==> src/rtl/pwm_fade_ctrl.sv <==
// pwm_fade_ctrl: accepts fade commands and ramps a registered PWM duty value
// toward a target. The duty changes by a fixed step once per PWM period and
// then holds for a programmable number of periods. A completion pulse marks
// the end of a fade. An abort leaves the duty value where it is.
module pwm_fade_ctrl #(
  parameter int PD_CNT = 8
) (
  input  logic              clk,
  input  logic              rst,
  input  logic              cmd_valid,
  output logic              cmd_ready,
  input  logic [PD_CNT-1:0] cmd_target,
  input  logic [PD_CNT-1:0] cmd_step,
  input  logic [PD_CNT-1:0] cmd_hold,
  input  logic              abort,
  output logic [PD_CNT-1:0] duty_cnt,
  output logic              busy,
  output logic              done
);

  typedef enum logic [1:0] {
    IDLE = 2'd0,
    RAMP = 2'd1,
    HOLD = 2'd2
  } state_e;

  localparam logic [PD_CNT-1:0] ONE = {{(PD_CNT-1){1'b0}}, 1'b1};

  state_e              state_q;
  logic [PD_CNT-1:0]   presc_q, presc_d;
  logic [PD_CNT-1:0]   duty_q;
  logic [PD_CNT-1:0]   target_q, step_q, hold_q;
  logic [PD_CNT-1:0]   hold_cnt_q;
  logic                ready_q, busy_q, done_q;

  logic                tick;
  logic                ramp_up;
  logic                ramp_last;
  logic [PD_CNT:0]     diff_x;
  logic [PD_CNT-1:0]   ramp_d;

  // One tick per PWM period: the last count of the prescaler.
  assign tick    = &presc_q;
  assign presc_d = presc_q + ONE;

  // Free-running prescaler that sets the PWM period.
  always_ff @(posedge clk) begin
    // NOTE: all state in clocked blocks uses non-blocking assignment so every
    // register samples the values from before the edge, regardless of order.
    if (!rst) begin
      presc_q <= '0;
    end else begin
      presc_q <= presc_d;
    end
  end

  // Next ramp value: distance to target is taken one bit wider so the
  // "close enough" decision can never be fooled by wrap-around. When the
  // remaining distance exceeds the step, moving by the step stays strictly
  // between duty and target, so the narrow add/subtract cannot overflow.
  always_comb begin
    // NOTE: every output of a combinational block gets a default first, so no
    // path leaves it unassigned and no latch is inferred.
    ramp_up   = 1'b0;
    diff_x    = '0;
    ramp_last = 1'b0;
    ramp_d    = duty_q;
    if ({1'b0, target_q} >= {1'b0, duty_q}) begin
      ramp_up = 1'b1;
      diff_x  = {1'b0, target_q} - {1'b0, duty_q};
    end else begin
      diff_x  = {1'b0, duty_q} - {1'b0, target_q};
    end
    ramp_last = (diff_x <= {1'b0, step_q});
    if (ramp_last) begin
      ramp_d = target_q;
    end else if (ramp_up) begin
      ramp_d = duty_q + step_q;
    end else begin
      ramp_d = duty_q - step_q;
    end
  end

  // Fade sequencer: command acceptance, ramping, holding, abort and the
  // registered handshake/status outputs.
  always_ff @(posedge clk) begin
    if (!rst) begin
      // NOTE: the latched command fields are cleared too; they are only a few
      // registers and a known value keeps the ramp logic quiet after reset.
      state_q    <= IDLE;
      duty_q     <= '0;
      target_q   <= '0;
      step_q     <= '0;
      hold_q     <= '0;
      hold_cnt_q <= '0;
      ready_q    <= 1'b0;
      busy_q     <= 1'b0;
      done_q     <= 1'b0;
    end else begin
      done_q <= 1'b0;
      case (state_q)
        IDLE: begin
          if (cmd_valid && ready_q) begin
            target_q <= cmd_target;
            step_q   <= (cmd_step == '0) ? ONE : cmd_step;
            hold_q   <= cmd_hold;
            state_q  <= RAMP;
            ready_q  <= 1'b0;
            busy_q   <= 1'b1;
          end else begin
            ready_q  <= 1'b1;
          end
        end
        RAMP: begin
          if (abort) begin
            state_q <= IDLE;
            ready_q <= 1'b1;
            busy_q  <= 1'b0;
          end else if (tick) begin
            duty_q <= ramp_d;
            if (ramp_last) begin
              state_q    <= HOLD;
              hold_cnt_q <= hold_q;
            end
          end
        end
        HOLD: begin
          if (abort) begin
            state_q <= IDLE;
            ready_q <= 1'b1;
            busy_q  <= 1'b0;
          end else if (tick) begin
            if (hold_cnt_q == '0) begin
              state_q <= IDLE;
              ready_q <= 1'b1;
              busy_q  <= 1'b0;
              done_q  <= 1'b1;
            end else begin
              hold_cnt_q <= hold_cnt_q - ONE;
            end
          end
        end
        default: begin
          state_q <= IDLE;
          ready_q <= 1'b1;
          busy_q  <= 1'b0;
        end
      endcase
    end
  end

  assign cmd_ready = ready_q;
  assign busy      = busy_q;
  assign done      = done_q;
  assign duty_cnt  = duty_q;

endmodule

==> config.mk <==
export PLATFORM = sky130hd
export DESIGN_NAME = pwm_fade_ctrl
export DESIGN_NICKNAME = d
export VERILOG_FILES = /design/src/rtl/pwm_fade_ctrl.sv
export SDC_FILE = /design/constraint.sdc
export NUM_CORES = 1
export LEC_CHECK = 0
export CAP_MARGIN = 30
export CORE_UTILIZATION = 62
export CTS_CLUSTER_DIAMETER = 40
export DETAILED_ROUTE_END_ITERATION = 8
export GPL_TIMING_DRIVEN = 0
export PLACE_DENSITY = 0.84
export SLEW_MARGIN = 20
export SYNTH_ARGS = -nofsm -noshare
export SYNTH_HDL_FRONTEND = slang
export SYNTH_SLANG_ARGS = --single-unit
==> constraint.sdc <==
create_clock -name clk -period 7.5 [get_ports clk]
set_input_delay 1.125 -clock clk [delete_from_list [all_inputs] [get_ports clk]]
set_output_delay 1.125 -clock clk [all_outputs]
set_load 0.01 [all_outputs]
---- Word-level counts from Yosys, hierarchy flattened ----
Cells that the tools add are included.
storage, ports and cells
  RAM bits ................................ 0
  bits in read-only memories .............. 0
  register bits after elaboration ......... 53
  memories ................................ 0
  logic and storage cells ................. 82
  bits in latches ......................... 0
  output and inout port bits .............. 11
  bits of input ports ..................... 28
cells by class
  shift-type cells ........................ 0
  $mul .................................... 0
  $lt $le $gt $ge ......................... 2
  equality and inequality tests ........... 14
  divide/modulo/power cells ............... 0
  bitwise logic cells ..................... 4
  reduce and logical (&&, ||, !) cells .... 13
  muxes and demuxes ....................... 33
  $add $sub $neg .......................... 6
operators with widths
  operator             number
  $mux 8               9
  $sub 8x8->9          2
  $logic_not 8->1      2
  $ne 2x2->1 const B   8
  $pmux 8 s2           1
  $mux 2               7
  $mux 1               12
  $ne 3x3->1 const B   4
  $reduce_and 10->1    1
  $le 9x8->1           1
  $mux 9               1
  $add 8x1->8 const B  1
  $add 8x8->8          1
  $ge 8x8->1           1
  $reduce_and 8->1     1
  $sub 8x1->8 const B  1
  $sub 8x8->8          1
  $reduce_and 7->1     1
  $pmux 1 s3           2
  $pmux 2 s3           1
  $reduce_and 5->1     1
  $not 1->1            4
  $reduce_and 4->1     1
  $reduce_or 4->1      1
  other kinds (7)      7

---- Logic depth before layout (Yosys ltp) ----
Gate-level depths: netlist of run 1.
  depth in word-level cells ............... 7
  mapped depth ............................ 19
  mapped depth without buffers ............ 17

---- Least setup slack after synthesis of run 1 ----
No wires, ideal clock.
  path kind ............................... reg2reg
  start point ............................. register duty_q[1], in the netlist duty_cnt[1]
  end point ............................... register hold_cnt_q[0]
  stages on the path, launching flop included .. 18
  path buffers ............................ 0
  path slack .............................. 3.375 ns
  period minus slack after synthesis ...... 4.125 ns
  arrival ................................. 4.038 ns
  library setup time ...................... 0.087 ns
  cell sequence ........................... dfxtp_1 -> inv_1 -> ha_1 -> and4_1 -> a221o_1 -> a211oi_4 -> mux2i_1 -> o221a_2 -> o211ai_2 -> xor2_1 -> ha_1 -> o21a_1 -> o21a_1 -> o22a_1 -> a21oi_1 -> a21oi_2 -> a2111o_1 -> o31ai_1
on the way
  cells in the longest elaborated chain, start to end .. 5
RTL lines
  element                                    RTL line  RTL
  from (decl)                                31        logic [PD_CNT-1:0] duty_q;
  from (signal assigned)                     120       duty_q <= ramp_d;
  $sub 8x8->9, or another cell as far along  72        diff_x = {1'b0, duty_q} - {1'b0, target_q};
  $mux 9 *                                   68        if ({1'b0, target_q} >= {1'b0, duty_q}) begin
  $le 9x8->1 *                               74        ramp_last = (diff_x <= {1'b0, step_q});
  $ne 2x2->1 (no source line) *              n/a
  $reduce_and 7->1 (no source line) *        n/a
  to (signal assigned)                       123       hold_cnt_q <= hold_q;
  to (signal assigned)                       139       hold_cnt_q <= hold_cnt_q - ONE;
  to (decl)                                  33        logic [PD_CNT-1:0] hold_cnt_q;
Every way passes the cells marked *; elsewhere a longest branch is shown, timed or not.
A chain may end at the register's enable or synchronous reset.

---- Worst setup path after layout of run 1 ----
  start point ............................. register duty_q[1], in the netlist duty_cnt[1]
  end point ............................... register duty_q[5], in the netlist duty_cnt[5]
on the way
  cells in the longest elaborated chain, start to end .. 4
RTL lines
  element                                      RTL line  RTL
  $sub 8x8->9, or another cell as far along    72
  $mux 9 / $mux 1 (equally long branches)      68
  $le 9x8->1 / $mux 8 (equally long branches)  74, 77
  $mux 8 *                                     75        if (ramp_last) begin
Marks and branches as above.

==> impl_metrics.py, run 1 <==
metrics = {
    "status": {
        "run_status": "finished clean",
    },
    "drt": {
        "drt-initial-drc-count": 226,
        "antenna_left": 0,
        "via_per_inst": 6.038,
        "wl_per_cell_um": 15.93,
        "drc": 0,
        "wl_um": 9639,
        "firstDrtPassIters": 5,
        "vias": 3653,
    },
    "timing": {
        "finalWorstSetupSlack_ns": 2.735,
        "finalSetupViolCount": 0,
        "fin_crit_sh": 0.6354,
        "hold_viol": 0,
        "period_minus_slack_ns": 4.765,
        "hold_ws_ns": 0.4628,
        "fmax_mhz": 209.9,
        "maxSlewViolCount": 0,
        "rsz0062_at_grt": "false",
        "slew_headroom": 0.6144,
        "fin_skew_ns": 0.01244,
        "worstMarginPinSlew_ns": 0.5766,
        "setup_tns_ns": 0,
    },
    "logic_synthesis": {
        "ys_seq_area_frac": 0.2840,
        "ys_ff_latch": 53,
        "yosys_warnings": 0,
        "synth_fa_ha_area_frac": 0.1333,
        "synthSimpleGateAreaFrac": 0.2140,
        "synth_top_family_by_area": "compound AO/OA/AOI/OAI gates",
        "synthArstFlopShare": 0,
        "yosysUniqueCellTypes": 60,
        "synth_nets": 552,
        "syn_inst": 486,
        "postSynthAreaPerCell_um2": 7.687,
        "synth_edf_count": 0,
        "synthXorXnorAreaFrac": 0.05157,
        "synthMuxAreaShare": 0.01808,
        "synth_flop_cell": "dfxtp_1",
        "synth_compound_area_frac": 0.2301,
        "syn-cell-area_mm2": 0.003736,
    },
    "worst_setup_path": {
        "setup.worst_path.start_class": "register",
        "cp.buffers_inverters": 2,
        "slowest_delay_ns": 0.52,
        "rr_worst_depth": 18,
        "r2r_slack_ns": 2.73,
        "critPathTopFamily": "compound AO/OA/AOI/OAI gates",
        "reg2reg_from": "duty_cnt[1]",
        "cp.required_ns": 7.74,
        "worstPathCellList": "inv_1 -> ha_1 -> and4_1 -> a221o_1 -> a211oi_4 -> mux2i_1 -> o221a_2 -> o211ai_2 -> xor2_1 -> ha_1 -> o21a_1 -> o21a_1 -> o22a_1 -> nand2_1 -> nand2_2 -> clkbuf_1 -> nand2_1 -> a31oi_1",
        "crit_arrival_ns": 5.01,
        "critPathLaunch": "duty_cnt[1]",
        "slowest_stage": "dfxtp_1",
        "crit_type": "reg -> reg",
        "r2r-end": "duty_cnt[5]",
        "endpoint_kind": "register",
        "worstPathMaxFanout": 10,
    },
    "clock_network": {
        "clockRootBuffer": "clkbuf_8",
        "clock-sinks": 53,
        "cts_resized": 0,
        "cts_tree": "yes",
        "clkTransAtPathRegs_ns": 0.10,
        "clock_latency_ns": 0.31,
        "htree_levels": 2,
        "cts_buffer_depth": 2,
        "cts_setup_buffers": 0,
        "holdBufCountCts": 0,
        "cts_inserted_buffers": 5,
    },
    "placed_design": {
        "pre_cts_ws_ns": 2.769,
        "port_buffers": 38,
        "place_congestion": 0.9553,
        "hpwl_um": 7705,
    },
    "pwr": {
        "seqPwrFrac": 0.428,
        "peakVddDrop_mv": 0.1402,
        "power.switching_mw": 0.2460,
        "finalPower_mw": 0.7039,
        "p_comb_frac": 0.347,
        "power.density_mw_per_mm2": 163.7,
        "total_leakage_power_nw": 1.610,
        "pwr-share-clk": 0.225,
        "switching_share": 0.3495,
        "intPower_mw": 0.4579,
    },
    "global_route": {
        "antenna_found_initial": 0,
        "grt_usage": 0.3171,
        "gr-total-overflow": 0,
        "grt_pass1_wl_um": 15750,
        "grt_max_degree": 17,
        "grt_pass1_vias": 3521,
    },
    "layout": {
        "diodes": 0,
        "nNetsFinal": 598,
        "final_common_cell": "nand2_1",
        "final_core_util": 0.7623,
        "final_cell_mix": "81 x nand2_1, 53 x dfxtp_1, 51 x a21oi_1, 39 x inv_1, 38 x clkdlybuf4s50_1",
        "area_growth_pct": 15.10,
        "drive_gt1_frac": 0.05629,
    },
    "die": {
        "start_util": 0.6622,
        "coreArea_mm2": 0.005642,
        "die_y_um": 79.63,
        "fp.dieArea_mm2": 0.006340,
        "fp.dieW_um": 79.63,
        "io_pins": 39,
        "rows": 27,
    },
    "flow_run": {
        "drv_cap": 0,
    },
    "min_path": {
        "hp-class": "reg -> reg",
        "min_to": "hold_q[0]",
        "hp-start": "hold_q[0]",
        "whs_path_depth": 2,
    },
}
[worst min-delay path, delay by kind of cell, from the launching register on]
family	cells	cell delay, ns
DFF	1	0.32
and+or+nand+nor	1	0.05
AOI/OAI and AO/OA	1	0.05
[how the worst max path moves through the flow]
| stage | depth (start not counted) | to |
|---|---|---|
| global placement | 18 | duty_cnt[2] |
| detailed placement | 18 | duty_cnt[2] |
| global route | 17 | duty_cnt[4] |
| CTS | 17 | hold_cnt_q[0] |
| floorplan | 17 | hold_cnt_q[0] |
| finish | 18 | duty_cnt[5] |
[metal layers]
layer | track usage | share of wire | routed length [um]
met4 | 0.1455 | 0.035 | 340
met1 | 0.3634 | 0.42 | 4060
met3 | 0.03314 | 0.041 | 391
met2 | 0.5838 | 0.50 | 4847
met5 | 0 | 0 | 0
[final cells by class]
cell class	instances	area, um^2
clock inverter	3	17.52
inverter	39	146.4
tap	72	90.09
buffer	24	111.4
timing repair buffer	39	387.9
clock buffer	5	68.82
sequential	53	1061
multi-input combinational	370	2417
fill	458	1341
[flip-flops by register name (all words and copies together) (netlist names), 2 cells and up]
signal,flops
duty_cnt,8
hold_cnt_q,8
hold_q,8
presc_q,8
step_q,8
target_q,8
state_q,2
[power groups by stage]
stage | sequential, mW | clock (mW) | combinational, mW
final | 0.301 | 0.159 | 0.244
after global routing | 0.302 | 0.172 | 0.264
after CTS | 0.301 | 0.160 | 0.241
after detailed placement | 0.308 | 0 | 0.240
after global placement | 0.307 | 0 | 0.234
after floorplan | 0.305 | 0 | 0.172
[cells in the mapped netlist (all sizes together) (6+ instances only)]
cell type / n / area [um^2]
inv: 39 / 146.4
xnor2: 15 / 131.4
a31oi: 7 / 43.79
xor2: 7 / 61.31
o21ai: 22 / 113.9
a21oi: 52 / 264.0
o31ai: 7 / 52.55
nor4: 10 / 62.56
o21a: 6 / 45.04
nor3: 12 / 60.06
buf: 7 / 47.55
clkbuf: 17 / 63.81
nor2: 28 / 105.1
ha: 35 / 437.9
nand2: 82 / 310.3
dfxtp: 53 / 1061
nand3: 13 / 65.06
[cells by family (layout without fill, tap and decap cells)]
family | Yosys count | count (layout)
and+or+nand+nor | 174 | 174
xor gates and xnor gates | 22 | 22
adders and majority gates | 38 | 38
DFF | 53 | 53
buffers and inverters | 63 | 110
muxes | 6 | 6
AOI/OAI and AO/OA | 130 | 130
[through the flow]
step	instances	cell area [um^2]
after floorplan	486	3736
after global placement	596	4207
after detailed placement	597	4214
after CTS	605	4300
after global routing	605	4300
final	605	4300
Power figures use the tool's default switching activity.
==> inputs of run 2 (changes only) <==
Settings changed: CORE_UTILIZATION 62 to 52, PLACE_DENSITY 0.84 to 0.75.
Clock period 7.5 ns to 4 ns, I/O delays scaled along.
==> impl_metrics.py, run 2 (synthesis gave the netlist of run 1 again) <==
metrics = {
    "timing": {
        "fin_crit_sh": 1.008,
        "period_minus_slack_ns": 4.032,
        "finalWorstSetupSlack_ns": -0.03227,
        "rsz0062_at_grt": "true",
        "fmax_mhz": 248.0,
        "hold_viol": 0,
        "worstMarginPinSlew_ns": 0.7900,
        "finalSetupViolCount": 2,
        "slew_headroom": 0.4733,
        "fin_skew_ns": 0.01096,
        "maxSlewViolCount": 0,
    },
    "drt": {
        "wl_per_cell_um": 15.64,
        "firstDrtPassIters": 5,
        "vias": 3710,
        "drt-initial-drc-count": 197,
        "drc": 0,
        "via_per_inst": 5.647,
        "antenna_left": 0,
        "wl_um": 10280,
    },
    "layout": {
        "fin_area_mm2": 0.004871,
        "diodes": 0,
        "final_cell_mix": "80 x nand2_1, 48 x a21oi_1, 38 x clkdlybuf4s50_1, 37 x dfxtp_1, 31 x inv_1",
        "fillers": 579,
        "nNetsFinal": 626,
        "drive_gt1_frac": 0.1925,
        "final-seq-area_mm2": 0.001111,
        "final_common_cell": "nand2_1",
        "multiInputGateArea_mm2": 0.002636,
        "instances_no_fill": 657,
        "area_growth_pct": 30.38,
    },
    "placed_design": {
        "place_area_mm2": 0.004355,
        "place_inst": 620,
        "place_congestion": 0.8932,
        "hpwl_um": 7439,
        "port_buffers": 38,
    },
    "worst_setup_path": {
        "crit_type": "reg -> reg",
        "cp.required_ns": 4.20,
        "endpoint_kind": "register",
        "setup.worst_path.start_class": "register",
        "rr_worst_depth": 19,
        "worstPathMaxFanout": 7,
        "crit_arrival_ns": 4.23,
    },
    "clock_network": {
        "htree_levels": 2,
        "holdBufCountCts": 0,
        "cts_buffer_depth": 2,
        "cts_inserted_buffers": 5,
        "clkTransAtPathRegs_ns": 0.10,
        "clockRootBuffer": "clkbuf_8",
        "cts_tree": "yes",
        "clock-sinks": 53,
        "clock_latency_ns": 0.31,
    },
    "status": {
        "violations": "negative setup slack",
        "run_status": "finished, violations left",
    },
    "global_route": {
        "grt_usage": 0.2777,
        "antenna_found_initial": 0,
        "gr-total-overflow": 0,
        "grt_pass1_wl_um": 16350,
        "grt_pass1_vias": 3542,
        "grt_max_degree": 16,
    },
    "pwr": {
        "power.density_mw_per_mm2": 313.1,
        "peakVddDrop_mv": 0.1928,
        "total_leakage_power_nw": 1.814,
    },
    "die": {
        "fp.dieW_um": 86.77,
        "fp.dieArea_mm2": 0.007528,
        "rows": 30,
        "coreArea_mm2": 0.006869,
        "start_util": 0.5439,
        "io_pins": 39,
        "die_y_um": 86.77,
    },
    "min_path": {
        "hp-class": "reg -> reg",
        "whs_path_depth": 1,
    },
    "flow_run": {
        "drv_cap": 0,
    },
}
-- run 2: cell types whose count changed in the layout (fill, tap and decap cells not counted), sizes merged --
cell,delta
clkinvlp,-1
clkinv,-2
clkbuf,+1
bufinv,+1
buf,+29
-- run 2: worst max-delay path: stages, from the launching register on --
cell and delay [ns]:
dfxtp_4 0.38, inv_4 0.04, ha_4 0.22, and4_1 0.18
a221o_2 0.40, a211oi_4 0.30, buf_6 0.15, mux2i_1 0.19
o221a_2 0.24, o211ai_2 0.09, xor2_1 0.18, ha_1 0.31
o21a_1 0.11, o21a_1 0.18, o22a_1 0.25, nand2_2 0.10
and2_4 0.14, buf_6 0.13, a21oi_2 0.07, o2111a_1 0.26
-- run 2: layout make-up --
class / count / area share
Multi-Input combinational cell: 370 / 0.5412
Sequential cell: 53 / 0.2281
Timing Repair Buffer: 69 / 0.1266
Inverter: 39 / 0.03160
Tap cell: 96 / 0.02466
Buffer: 22 / 0.02389
Clock buffer: 7 / 0.01772
Clock inverter: 1 / 0.006165
-- run 2: path summary, 6_finish.rpt --
kind | slack [ns] | to | from
worst max-delay path | -0.03 | state_q[0] | duty_cnt[7]
worst min-delay path | 0.45 | presc_q[0] | presc_q[0]
worst max register to register | -0.03 | state_q[0] | duty_cnt[7]
worst min register to register | 0.45 | presc_q[0] | presc_q[0]
-- run 2: what timing repair did --
action                                  4_1_cts  5_1_grt
endpoints found under the setup margin       18       17
setup buffers                                12       19
resized for setup                            15       41
pin swaps                                     7       26
gates cloned                                  0        0
-- run 2: power breakdown --
group	switching [mW]	internal [mW]	total (mW)
registers	0.0213	0.539	0.560
logic	0.314	0.275	0.589
clock network	0.172	0.204	0.376
total	0.507	1.02	1.53
-- run 2: per-layer routing --
layer / global-route usage / wire length, um / vias up / share of wire
met2: 0.5101 / 5251 / 106 / 0.51
met5: 0 / 0 / - / 0
met4: 0.1152 / 272 / 0 / 0.026
met1: 0.3267 / 4310 / 1728 / 0.42
met3: 0.03143 / 443 / 19 / 0.043
li1: - / - / 1857 / -
-- run 2: stage by stage --
stage	power, mW	TNS [ns]	hold WS, ns	setup WS (ns)	utilization
final	1.525	-0.03826	0.4502	-0.03227	0.7091
after floorplan	0.9059	-0.06709	0.4175	-0.03562	-
after global placement	1.029	-7.108	0.4337	-0.5200	0.6333
after CTS	1.427	0	0.4537	0.007064	0.6714
after detailed placement	1.040	-7.844	0.4393	-0.5619	0.6341
after global routing	1.605	-1.538	0.4866	-0.1391	0.7091
